$ cat config.mk
export PLATFORM = sky130hd
export DESIGN_NAME = memory_arbiter
export DESIGN_NICKNAME = d
export VERILOG_FILES = /design/src/rtl/memory_arbiter.sv
export SDC_FILE = /design/constraint.sdc
export NUM_CORES = 1
export LEC_CHECK = 0
export CAP_MARGIN = 20
export CORE_AREA = 2 2 120 122
export CTS_CLUSTER_DIAMETER = 50
export CTS_CLUSTER_SIZE = 20
export DETAILED_ROUTE_END_ITERATION = 10
export DIE_AREA = 0 0 122 124
export GPL_TIMING_DRIVEN = 0
export PLACE_DENSITY_LB_ADDON = 0.15
export SLEW_MARGIN = 20
export SYNTH_ARGS = -nofsm -noshare
export SYNTH_HDL_FRONTEND = slang
export SYNTH_SLANG_ARGS = --single-unit
$ cat constraint.sdc
create_clock -name CLK -period 2.5 [get_ports CLK]
set_clock_uncertainty 0.15 [all_clocks]
set_input_delay 0.25 -clock CLK [delete_from_list [all_inputs] [get_ports CLK]]
set_output_delay 0.25 -clock CLK [all_outputs]
set_load 0.005 [all_outputs]
$ cat src/rtl/memory_arbiter.sv
// Shares one single-ported RAM between fetch and data; data wins unless the
// last grant was data and a fetch waits. Optional abort via MEM_ARB_TIMEOUT_EN.
module memory_arbiter #(
  parameter int ADDR_W         = 32,
  parameter int DATA_W         = 32,
  parameter int TIMEOUT_CYCLES = 255
) (
  input  logic              CLK,
  input  logic              nRST,
  input  logic              imemRen,
  input  logic [ADDR_W-1:0] imemaddr,
  input  logic              dmmRen,
  input  logic              dmmWen,
  input  logic [ADDR_W-1:0] dmmaddr,
  input  logic [DATA_W-1:0] dmmstore,
  output logic              i_ready,
  output logic              d_ready,
  output logic [DATA_W-1:0] imemload,
  output logic [DATA_W-1:0] dmmload,
  output logic              ram_ren,
  output logic              ram_wen,
  output logic [ADDR_W-1:0] ram_addr,
  output logic [DATA_W-1:0] ram_wdata,
  input  logic [DATA_W-1:0] ram_rdata,
  input  logic              ram_busy,
  output logic              arb_err
);

  localparam logic [1:0] IDLE = 2'd0;
  localparam logic [1:0] BUSY = 2'd1;
  localparam logic [1:0] RESP = 2'd2;

  logic [1:0] state;
  logic       last_was_d;
  logic       gnt_d;
  logic       d_req;
  logic       gnt_data;
  logic       gnt_inst;
  logic       abort;

  assign d_req    = dmmRen | dmmWen;
  assign gnt_data = d_req & ~(imemRen & last_was_d);
  assign gnt_inst = ~gnt_data & imemRen;

`ifdef MEM_ARB_TIMEOUT_EN
  localparam int CW = $clog2(TIMEOUT_CYCLES + 1);

  logic [CW-1:0] busy_cnt;

  assign abort = (state == BUSY) & ram_busy &
                 (busy_cnt == CW'(TIMEOUT_CYCLES - 1));

  // Counter is held clear in IDLE so every BUSY phase starts from zero.
  always_ff @(posedge CLK or negedge nRST) begin
    if (!nRST) begin
      busy_cnt <= '0;
    end else if (state != BUSY) begin
      busy_cnt <= '0;
    end else begin
      busy_cnt <= busy_cnt + 1'b1;
    end
  end

  always_ff @(posedge CLK or negedge nRST) begin
    if (!nRST) begin
      arb_err <= 1'b0;
    end else if (abort) begin
      arb_err <= 1'b1;
    end
  end
`else
  localparam int unused_timeout = TIMEOUT_CYCLES;

  assign abort   = 1'b0;
  assign arb_err = 1'b0;
`endif

  always_ff @(posedge CLK or negedge nRST) begin
    if (!nRST) begin
      state      <= IDLE;
      last_was_d <= 1'b0;
      gnt_d      <= 1'b0;
      i_ready    <= 1'b0;
      d_ready    <= 1'b0;
      imemload   <= '0;
      dmmload    <= '0;
      ram_ren    <= 1'b0;
      ram_wen    <= 1'b0;
      ram_addr   <= '0;
      ram_wdata  <= '0;
    end else begin
      unique case (state)
        IDLE: begin
          if (gnt_data | gnt_inst) begin
            ram_addr   <= gnt_data ? dmmaddr : imemaddr;
            ram_wdata  <= dmmstore;
            // Read+write together resolves to a write.
            ram_wen    <= gnt_data & dmmWen;
            ram_ren    <= gnt_inst | (gnt_data & ~dmmWen);
            gnt_d      <= gnt_data;
            last_was_d <= gnt_data;
            state      <= BUSY;
          end
        end
        BUSY: begin
          if (abort) begin
            ram_ren <= 1'b0;
            ram_wen <= 1'b0;
            if (gnt_d) begin
              d_ready <= 1'b1;
              dmmload <= '0;
            end else begin
              i_ready  <= 1'b1;
              imemload <= '0;
            end
            state <= RESP;
          end else if (!ram_busy) begin
            ram_ren <= 1'b0;
            ram_wen <= 1'b0;
            if (gnt_d) begin
              d_ready <= 1'b1;
              if (ram_ren) begin
                dmmload <= ram_rdata;
              end
            end else begin
              i_ready  <= 1'b1;
              imemload <= ram_rdata;
            end
            state <= RESP;
          end
        end
        RESP: begin
          i_ready <= 1'b0;
          d_ready <= 1'b0;
          state   <= IDLE;
        end
        default: begin
          state <= IDLE;
        end
      endcase
    end
  end

endmodule

==> results of run 1 <==
==> cells in the mapped netlist <==
cell type	instances	area, sq um
nand2b_1	1	6.26
nor3_1	2	10.0
mux2_2	125	1410
buf_6	1	11.3
buf_4	4	30.0
buf_2	9	45.0
inv_1	3	11.3
inv_2	1	3.75
a31o_2	1	8.76
and3_1	1	6.26
conb_1	1	3.75
nor2_1	1	3.75
or3b_4	1	11.3
a21oi_1	2	10.0
a22o_1	1	8.76
o2bb2ai_1	1	8.76
o31ai_1	2	15.0
o21ai_0	2	10.0
nand2_1	2	7.51
mux2_4	30	450
nor2_2	1	6.26
dfrtp_1	135	3380
nand3_1	1	5.00
mux2i_1	2	20.0
buf_12	3	60.1
nor2b_1	1	6.26
clkbuf_1	1	3.75
mux2_1	5	56.3
==> cell usage in the layout, fill, tap and decap left out, drive strengths merged <==
cell,n
a21oi,2
a22o,1
a31o,1
and3,1
buf,19
bufinv,1
clkbuf,30
clkdlybuf4s50,264
clkinv,2
conb,1
dfrtp,135
dlygate4sd3,1
inv,4
mux2,160
mux2i,2
nand2,2
nand2b,1
nand3,1
nor2,2
nor2b,1
nor3,2
o21ai,2
o2bb2ai,1
o31ai,2
or3b,1
==> cell type report <==
type | instances | area, sq um
clock buffers | 29 | 500
well taps | 180 | 225
multi-input cells | 183 | 2060
fillers | 1023 | 4650
repair buffers | 267 | 2700
inverters | 4 | 15.0
flip-flops and latches | 135 | 3380
plain buffers | 18 | 150
clock inverters | 3 | 40.0
==> registers in the layout, summed over array words and instances, names as in the netlist <==
| signal | count |
|---|---|
| d_ready | 1 |
| dmmload | 32 |
| gnt_d | 1 |
| i_ready | 1 |
| imemload | 32 |
| ram_addr | 32 |
| ram_ren | 1 |
| ram_wdata | 32 |
| ram_wen | 1 |
| state | 2 |
==> stage by stage <==
step	util, %	cells
floorplan	-	340
global route	66.1	819
detailed placement	62.1	786
finish	66.1	819
CTS	66.1	819
global placement	61.8	785
==> layer usage <==
metal | up-vias | part of all wire (%) | track usage [%]
li1 | 1783 | - | -
met1 | 1925 | 38 | 20.4
met2 | 143 | 53 | 33.5
met3 | 10 | 7.8 | 6.78
met4 | 0 | 1.1 | 6.61
met5 | - | 0 | 0
==> worst min-delay path by stage <==
| stage | cells past startpoint | to | startpoint |
|---|---|---|---|
| final | 2 | ram_wdata[14]$_DFFE_PN0P_ | nRST |
| after floorplan | 0 | d_ready$_DFFE_PN0P_ | nRST |
| after global routing | 2 | ram_wdata[14]$_DFFE_PN0P_ | nRST |
| after detailed placement | 1 | ram_wdata[14]$_DFFE_PN0P_ | nRST |
| after CTS | 2 | ram_wdata[14]$_DFFE_PN0P_ | nRST |
| after global placement | 1 | imemload[28]$_DFFE_PN0P_ | imemload[28]$_DFFE_PN0P_ |
==> where the power goes <==
group,switching [uW],internal (uW),total (uW)
Combinational,1480,3430,4920
Clock,839,1440,2280
Sequential,599,3310,3910
Total,2920,8180,11100
==> cell families after synthesis <==
family                 after synthesis  synth area share, %
and+or+nand+nor                     11                 1.12
other                                1               0.0669
AOI/OAI and AO/OA                    9                 1.09
buffers and inverters               22                 2.95
DFF                                135                 60.3
muxes                              162                 34.5
==> timing repair <==
item                      4_1_cts  5_1_grt
buffers inserted                0        0
hold buffers                    1        0
hold endpoints to repair       62        0
gates resized for setup         0        0
==> impl_metrics.toml, run 1 <==
[timing]
maxSlewViolCount = 0
tightestPinTransition_ns = 0.623
hold_violations = 0
fin_ws_ns = 0.201
period_share_pct = 92.0
tns_ns = 0
finalSetupViolCount = 0
fmaxAchievable_mhz = 435
whs_ns = 0.214
rsz0062_at_grt = "no"
slew_headroom_pct = 58.5
min_period_ns = 2.30

[status]
status = "complete, no violations"

[detailed_routing]
vias = 3861
ant_nets = 0
viasPerCell = 4.71
wl_per_cell_microns = 17.3
drt_iter0_markers = 142
routed_wirelength_microns = 14100
dr.pass1.iters = 4
drc = 0

[grt]
grt_usage_pct = 18.7
grt_pass1_wl_microns = 21300
overflow = 0
antenna_found_initial = 0
grt_max_degree = 74
grt_pass1_vias = 4202

[cells_and_area]
stdcell_area_sq_um = 9070
drive_gt1_share_pct = 31.5
diodes = 0
fin_nets = 760
syn2layout_area_growth_pct = 61.7

[die]
die_width_microns = 122
die_h_microns = 124
die_area_sq_um = 15100
num_io_pins = 267
rows = 43
core_area_sq_um = 13700
start_util_pct = 40.9

[run]
maxCapViolCount = 0

[cts]
ctsRootBufferMaster = "clkbuf_16"
cts_buffer_depth = 2
clkLatencyLatePin_ns = 0.41
cts_sinks = 135
cts_tree = "built"
cts_buffers = 17
htreeDepth = 4
clk_pin_slew_ns = 0.05

[placed_design]
place_hpwl_microns = 10800
io_buffers = 265
place.gp.congestion = 0.731
dpl_cell_area_sq_um = 8520
post-place-ws_ns = -0.241

[critical_path]
cp.buffers_inverters = 2
crit_chain = "clkdlybuf4s50_1, o2bb2ai_1, clkbuf_1, mux2_2, mux2_2"
rr_endpoint = "ram_addr[26]$_DFFE_PN0P_"
slowest_delay_ns = 0.54
path_class = "input port to flop"
crit_start = "dmmWen"
start_kind = "input port"
cpMaxStageDelayCell = "o2bb2ai_1"
reg2regPathDepth = 4
worstReg2RegStart = "gnt_d$_DFFE_PN0P_"
endpoint_kind = "flop"
cpLargestDelayFamily = "buffers and inverters"
endpoint = "ram_addr[26]$_DFFE_PN0P_"
crit_fanout = 10
cp.arrival_ns = 2.44
crit_top_cell = "mux2_2"
cp.required_ns = 2.64
r2r_setup_slack_ns = 0.26
cp.depth = 5

[synthesis]
synthCells = 340
yosysWarnings = 0
ys_types = 28
synthesis.area_sq_um = 5610
synth_seq_cells = 135
synth_nets = 474
syn_avg_cell_area_sq_um = 16.5
yosysSeqAreaShare_pct = 60.3

[power]
power_uw = 11100
ir_drop_v = 0.000837
pwr_density_cell_nw_per_um2 = 1230
power.leakage_uw = 0.00379

[worst_hold_path]
min_path_type = "input port to asynchronous set/reset pin"
(Power assumes the default switching activity.)
==> run 2: changes to the inputs <==
ABC_CLOCK_PERIOD_IN_PS = 2500   (was not set)
==> results of run 2 <==
Final layout, timing and power as in run 1 (identical DEF).
